<file path="config.mk">
export PLATFORM = sky130hd
export DESIGN_NAME = fork_join_engine
export DESIGN_NICKNAME = d
export VERILOG_FILES = /design/src/rtl/fork_join_engine.sv
export SDC_FILE = /design/constraint.sdc
export NUM_CORES = 1
export LEC_CHECK = 0
export ABC_AREA = 1
export ABC_CLOCK_PERIOD_IN_PS = 4540
export CAP_MARGIN = 5
export CELL_PAD_IN_SITES_DETAIL_PLACEMENT = 0
export CELL_PAD_IN_SITES_GLOBAL_PLACEMENT = 1
export CORE_UTILIZATION = 40
export DETAILED_ROUTE_END_ITERATION = 6
export PLACE_DENSITY_LB_ADDON = 0.05
export SLEW_MARGIN = 5
export SYNTH_ARGS = -nofsm -noshare
export SYNTH_HDL_FRONTEND = slang
export SYNTH_SLANG_ARGS = --single-unit
</file>
<file path="constraint.sdc">
create_clock -name clk -period 4.54 [get_ports clk]
set_clock_uncertainty 0.15 [all_clocks]
set_input_delay 1.362 -clock clk [delete_from_list [all_inputs] [get_ports clk]]
set_output_delay 1.362 -clock clk [all_outputs]
set_load 0.1 [all_outputs]
</file>
<file path="src/rtl/fork_join_engine.sv">
// Fork/join engine: NUM_CH independent delay channels plus a join FSM that
// waits for ALL or ANY of the channels busy when it was armed.
module fork_join_engine #(
  parameter int unsigned NUM_CH = 4,
  parameter int unsigned DLY_W  = 8
) (
  input  logic                      clk,
  input  logic                      rst,
  input  logic                      launch_en,
  input  logic [$clog2(NUM_CH)-1:0] launch_ch,
  input  logic [DLY_W-1:0]          launch_dly,
  input  logic                      join_req,
  input  logic [1:0]                join_mode,
  input  logic                      kill,
  output logic [NUM_CH-1:0]         busy,
  output logic [NUM_CH-1:0]         done,
  output logic                      join_done,
  output logic                      killed,
  output logic                      launch_err
);

  typedef enum logic [0:0] {StIdle, StWait} join_st_e;

  join_st_e                       state_q;
  logic [NUM_CH-1:0]              busy_q, busy_d;
  logic [NUM_CH-1:0][DLY_W-1:0]   cnt_q, cnt_d;
  logic [NUM_CH-1:0]              done_q, done_d;
  logic                           err_q, err_d;
  logic                           killed_q;
  logic                           join_done_q;
  logic [NUM_CH-1:0]              mask_q;
  logic                           any_q;
  logic                           launch_in_range;

  always_comb begin
    busy_d          = busy_q;
    cnt_d           = cnt_q;
    done_d          = '0;
    err_d           = 1'b0;
    launch_in_range = 32'(launch_ch) < NUM_CH;
    for (int unsigned i = 0; i < NUM_CH; i++) begin
      if (busy_q[i]) begin
        if (cnt_q[i] == '0) begin
          busy_d[i] = 1'b0;
          done_d[i] = 1'b1;
        end else begin
          cnt_d[i] = cnt_q[i] - DLY_W'(1);
        end
      end
    end
    // A channel finishing on this edge may be relaunched immediately.
    if (launch_en) begin
      if (!launch_in_range || (busy_q[launch_ch] && cnt_q[launch_ch] != '0)) begin
        err_d = 1'b1;
      end else begin
        busy_d[launch_ch] = 1'b1;
        cnt_d[launch_ch]  = launch_dly;
      end
    end
  end

  always_ff @(posedge clk) begin
    if (rst) begin
      state_q     <= StIdle;
      busy_q      <= '0;
      cnt_q       <= '0;
      done_q      <= '0;
      err_q       <= 1'b0;
      killed_q    <= 1'b0;
      join_done_q <= 1'b0;
      mask_q      <= '0;
      any_q       <= 1'b0;
    end else if (kill) begin
      state_q     <= StIdle;
      busy_q      <= '0;
      cnt_q       <= '0;
      done_q      <= '0;
      err_q       <= 1'b0;
      killed_q    <= 1'b1;
      join_done_q <= 1'b0;
      mask_q      <= '0;
      any_q       <= 1'b0;
    end else begin
      busy_q      <= busy_d;
      cnt_q       <= cnt_d;
      done_q      <= done_d;
      err_q       <= err_d;
      killed_q    <= 1'b0;
      join_done_q <= 1'b0;
      unique case (state_q)
        StIdle: begin
          if (join_req) begin
            // NONE/reserved modes or nothing to wait for complete at once.
            if (!join_mode[1] && (busy_d != '0)) begin
              state_q <= StWait;
              mask_q  <= busy_d;
              any_q   <= join_mode[0];
            end else begin
              join_done_q <= 1'b1;
            end
          end
        end
        StWait: begin
          if (any_q ? ((mask_q & done_d) != '0) : ((mask_q & ~done_d) == '0)) begin
            join_done_q <= 1'b1;
            mask_q      <= '0;
            state_q     <= StIdle;
          end else begin
            mask_q <= mask_q & ~done_d;
          end
        end
        default: state_q <= StIdle;
      endcase
    end
  end

  assign busy       = busy_q;
  assign done       = done_q;
  assign join_done  = join_done_q;
  assign killed     = killed_q;
  assign launch_err = err_q;

endmodule

</file>
==> results.sh <==
export IMPL_status="finished clean"
export IMPL_worst_slew_pin_slew_ns=0.9699
export IMPL_dpl_worst_slack_ns=0.8536
export IMPL_combinationalPowerShare_pct=16.6
export IMPL_track_usage_pct=20.83
export IMPL_crit_path_start_kind="flip-flop"
export IMPL_r2r_end="mask_q[3]"
export IMPL_ys_ff_latch=49
export IMPL_diodes=0
export IMPL_finalWirelength_um=6943
export IMPL_yosysWarnings=0
export IMPL_cpMaxStageDelayCell="clkdlybuf4s50_1"
export IMPL_ir_drop_mv=0.1007
export IMPL_dr_total_vias=2554
export IMPL_h_tree_depth=2
export IMPL_crit_path_max_incr_delay_ns=1.19
export IMPL_synth_area_top_cells="dfxtp_1 36%, nand2_1 10%, o21ai_0 8.3%"
export IMPL_drtIter0Drc=104
export IMPL_cts_made_buffers=5
export IMPL_crit_buf_inv=1
export IMPL_hold_worst_slack_ns=0.3561
export IMPL_yosysMostFrequentCell="nand2_1"
export IMPL_tns_ns=0
export IMPL_place_congestion=0.9034
export IMPL_cp_max_fo=7
export IMPL_clock_latency_ns=0.30
export IMPL_clock_sinks=49
export IMPL_worstSetupPathType="reg -> out"
export IMPL_post_cts_resized=0
export IMPL_synth_adder_area_share_pct=2.303
export IMPL_synth_ff_type="dfxtp_1"
export IMPL_total_leakage_power_uw=0.001338
export IMPL_dieArea_um2=7124
export IMPL_slew_headroom_pct=35.14
export IMPL_reg2reg_slack_ns=2.25
export IMPL_grt_max_degree=36
export IMPL_fillers=688
export IMPL_pwr_density_cell_nw_per_um2=272.2
export IMPL_synth_nets=425
export IMPL_synthTopCellsByCount="74 x nand2_1, 57 x nor2_1, 51 x inv_1"
export IMPL_rsz0062_at_grt="no"
export IMPL_ios=28
export IMPL_power_uw=855.9
export IMPL_p_seq_share_pct=52.6
export IMPL_cts_setup_buffers=0
export IMPL_path_clk_slew_ns=0.09
export IMPL_nNetsFinal=451
export IMPL_tritoncts="built"
export IMPL_wl_per_cell_um=13.72
export IMPL_power_switching_uw=244.2
export IMPL_max_freq_mhz=287.1
export IMPL_slew_violations=0
export IMPL_drc=0
export IMPL_synth_compound_area_share_pct=19.71
export IMPL_synthXorXnorAreaFrac_pct=3.224
export IMPL_crit_path_end_kind="primary output"
export IMPL_clock_path_buffers=2
export IMPL_cts_root_buf="clkbuf_8"
export IMPL_ant_nets=0
export IMPL_multi_input_area_um2=1504
export IMPL_routed_via_density=5.047
export IMPL_drive_gt1_share_pct=7.459
export IMPL_p_int_uw=611.8
export IMPL_r2r_cells=14
export IMPL_area_delta_synth_final_pct=15.75
export IMPL_avgSynthCellArea_um2=6.740
export IMPL_cp_arrival_ns=1.97
export IMPL_synth_distinct_cells=34
export IMPL_cap_viol_max_count=0
export IMPL_place_hpwl_um=5055
export IMPL_hp_start="cnt_q[2]"
export IMPL_die_y_um=84.41
export IMPL_syn_inst=403
export IMPL_grt_overflow=0
export IMPL_grt_pass1_vias=2325
export IMPL_ys_seq_area_share_pct=36.11
export IMPL_synthMuxAreaShare_pct=0
export IMPL_synthSimpleGateAreaFrac_pct=30.03
export IMPL_first_pass_iters=5
export IMPL_final_util_pct=48.68
export IMPL_rows=29
export IMPL_io_buffers=27
export IMPL_cp_required_ns=3.03
export IMPL_synth_top_family_by_area="simple AND/OR/NAND/NOR gates"
export IMPL_chipWidth_um=84.41
export IMPL_hold_class="reg -> reg"
export IMPL_fin_crit_sh_pct=76.72
export IMPL_fin_crit_ns=3.483
export IMPL_rr_startpoint="cnt_q[0]"
export IMPL_hold_buffers=0
export IMPL_yosys_area_top_type_share_pct=36.11
export IMPL_hold_path_endpoint="cnt_q[2]"
export IMPL_antenna_found_initial=0
export IMPL_grt_pass1_wl_um=11520
export IMPL_path_delay_family="buffers and inverters"
export IMPL_switching_share_pct=28.53
export IMPL_hold_path_depth=2
export IMPL_fp_coreArea_um2=6459
export IMPL_worstPathCellList="clkdlybuf4s50_1"
export IMPL_setup_viol=0
export IMPL_hold_viol=0
export IMPL_timing_final_ws_setup_ns=1.057
export IMPL_netlist_area_um2=2716
export IMPL_pwr_share_clk_pct=30.7
export IMPL_async_flop_share_pct=0
export IMPL_synth_top_area_cell="dfxtp_1"
export IMPL_synth_edff_count=0
export IMPL_layout_area_seq_um2=980.9
export IMPL_start_util_pct=42.06
## per-layer routing
| metal | routed length [um] | share of wire [%] | vias to the layer above | global-route usage (%) |
|---|---|---|---|---|
| li1 | - | - | 1363 | - |
| met1 | 3301 | 48 | 1150 | 27.13 |
| met2 | 3369 | 49 | 36 | 36.07 |
| met3 | 217 | 3.1 | 5 | 3.540 |
| met4 | 54 | 0.78 | 0 | 5.085 |
| met5 | 0 | 0 | - | 0 |
## flip-flops by register name (all words and copies together) (netlist names)
register / cells
busy: 4
state_q: 1
cnt_q: 32
mask_q: 4
killed: 1
join_done: 1
launch_err: 1
any_q: 1
done: 4
## tightest hold or removal path, stage by stage, from the launching register on
cell     delay, ns
dfxtp_1       0.33
nand2_1       0.07
a31oi_1       0.07
## per-stage QoR
| stage | std cells | cell area, um2 |
|---|---|---|
| floorplan | 403 | 2716 |
| global route | 506 | 3144 |
| CTS | 506 | 3144 |
| detailed placement | 499 | 3058 |
| global placement | 499 | 3058 |
| finish | 506 | 3144 |
## how the worst max path moves through the flow
stage / start / slack, ns / end / depth (start not counted)
finish: busy[0] / 1.06 / busy[0] / 1
global route: launch_ch[0] / 0.96 / mask_q[3] / 15
CTS: busy[0] / 1.05 / busy[0] / 1
detailed placement: launch_ch[1] / 0.85 / mask_q[2] / 15
global placement: launch_ch[0] / 0.95 / mask_q[0] / 15
floorplan: launch_ch[0] / 1.70 / mask_q[0] / 12
## cell families after synthesis
kind of cell	count (synthesis)
AOI/OAI and AO/OA	99
buffers and inverters	62
xor gates and xnor gates	10
and+or+nand+nor	178
DFF	49
adders and majority gates	5
## final cells by class
class                   count  share of cell area (%)
clock buffers               7                   2.746
inverters                  53                   6.327
multi-input cells         292                   47.83
well taps                  77                   3.064
repair buffers             28                   8.834
flip-flops and latches     49                   31.20
## cell usage in the layout, fill, tap and decap left out, drive strengths merged, types with 5 or more instances in the layout
master         count
ha                 5
a21oi             36
o21ai             48
inv               53
dfxtp             49
xor2               7
nand4              6
nand2             78
nand3             21
nor2              64
clkbuf             7
a31oi              5
clkdlybuf4s50     27
nand3b             5
## power by group through the flow
stage,logic [uW],clock network [uW],registers [uW]
after global routing,161,292,452
final,142,263,450
after global placement,143,0,460
after CTS,144,273,450
after detailed placement,143,0,460
after floorplan,84.1,0,472
Note: power is estimated with default switching activity, not from simulation.
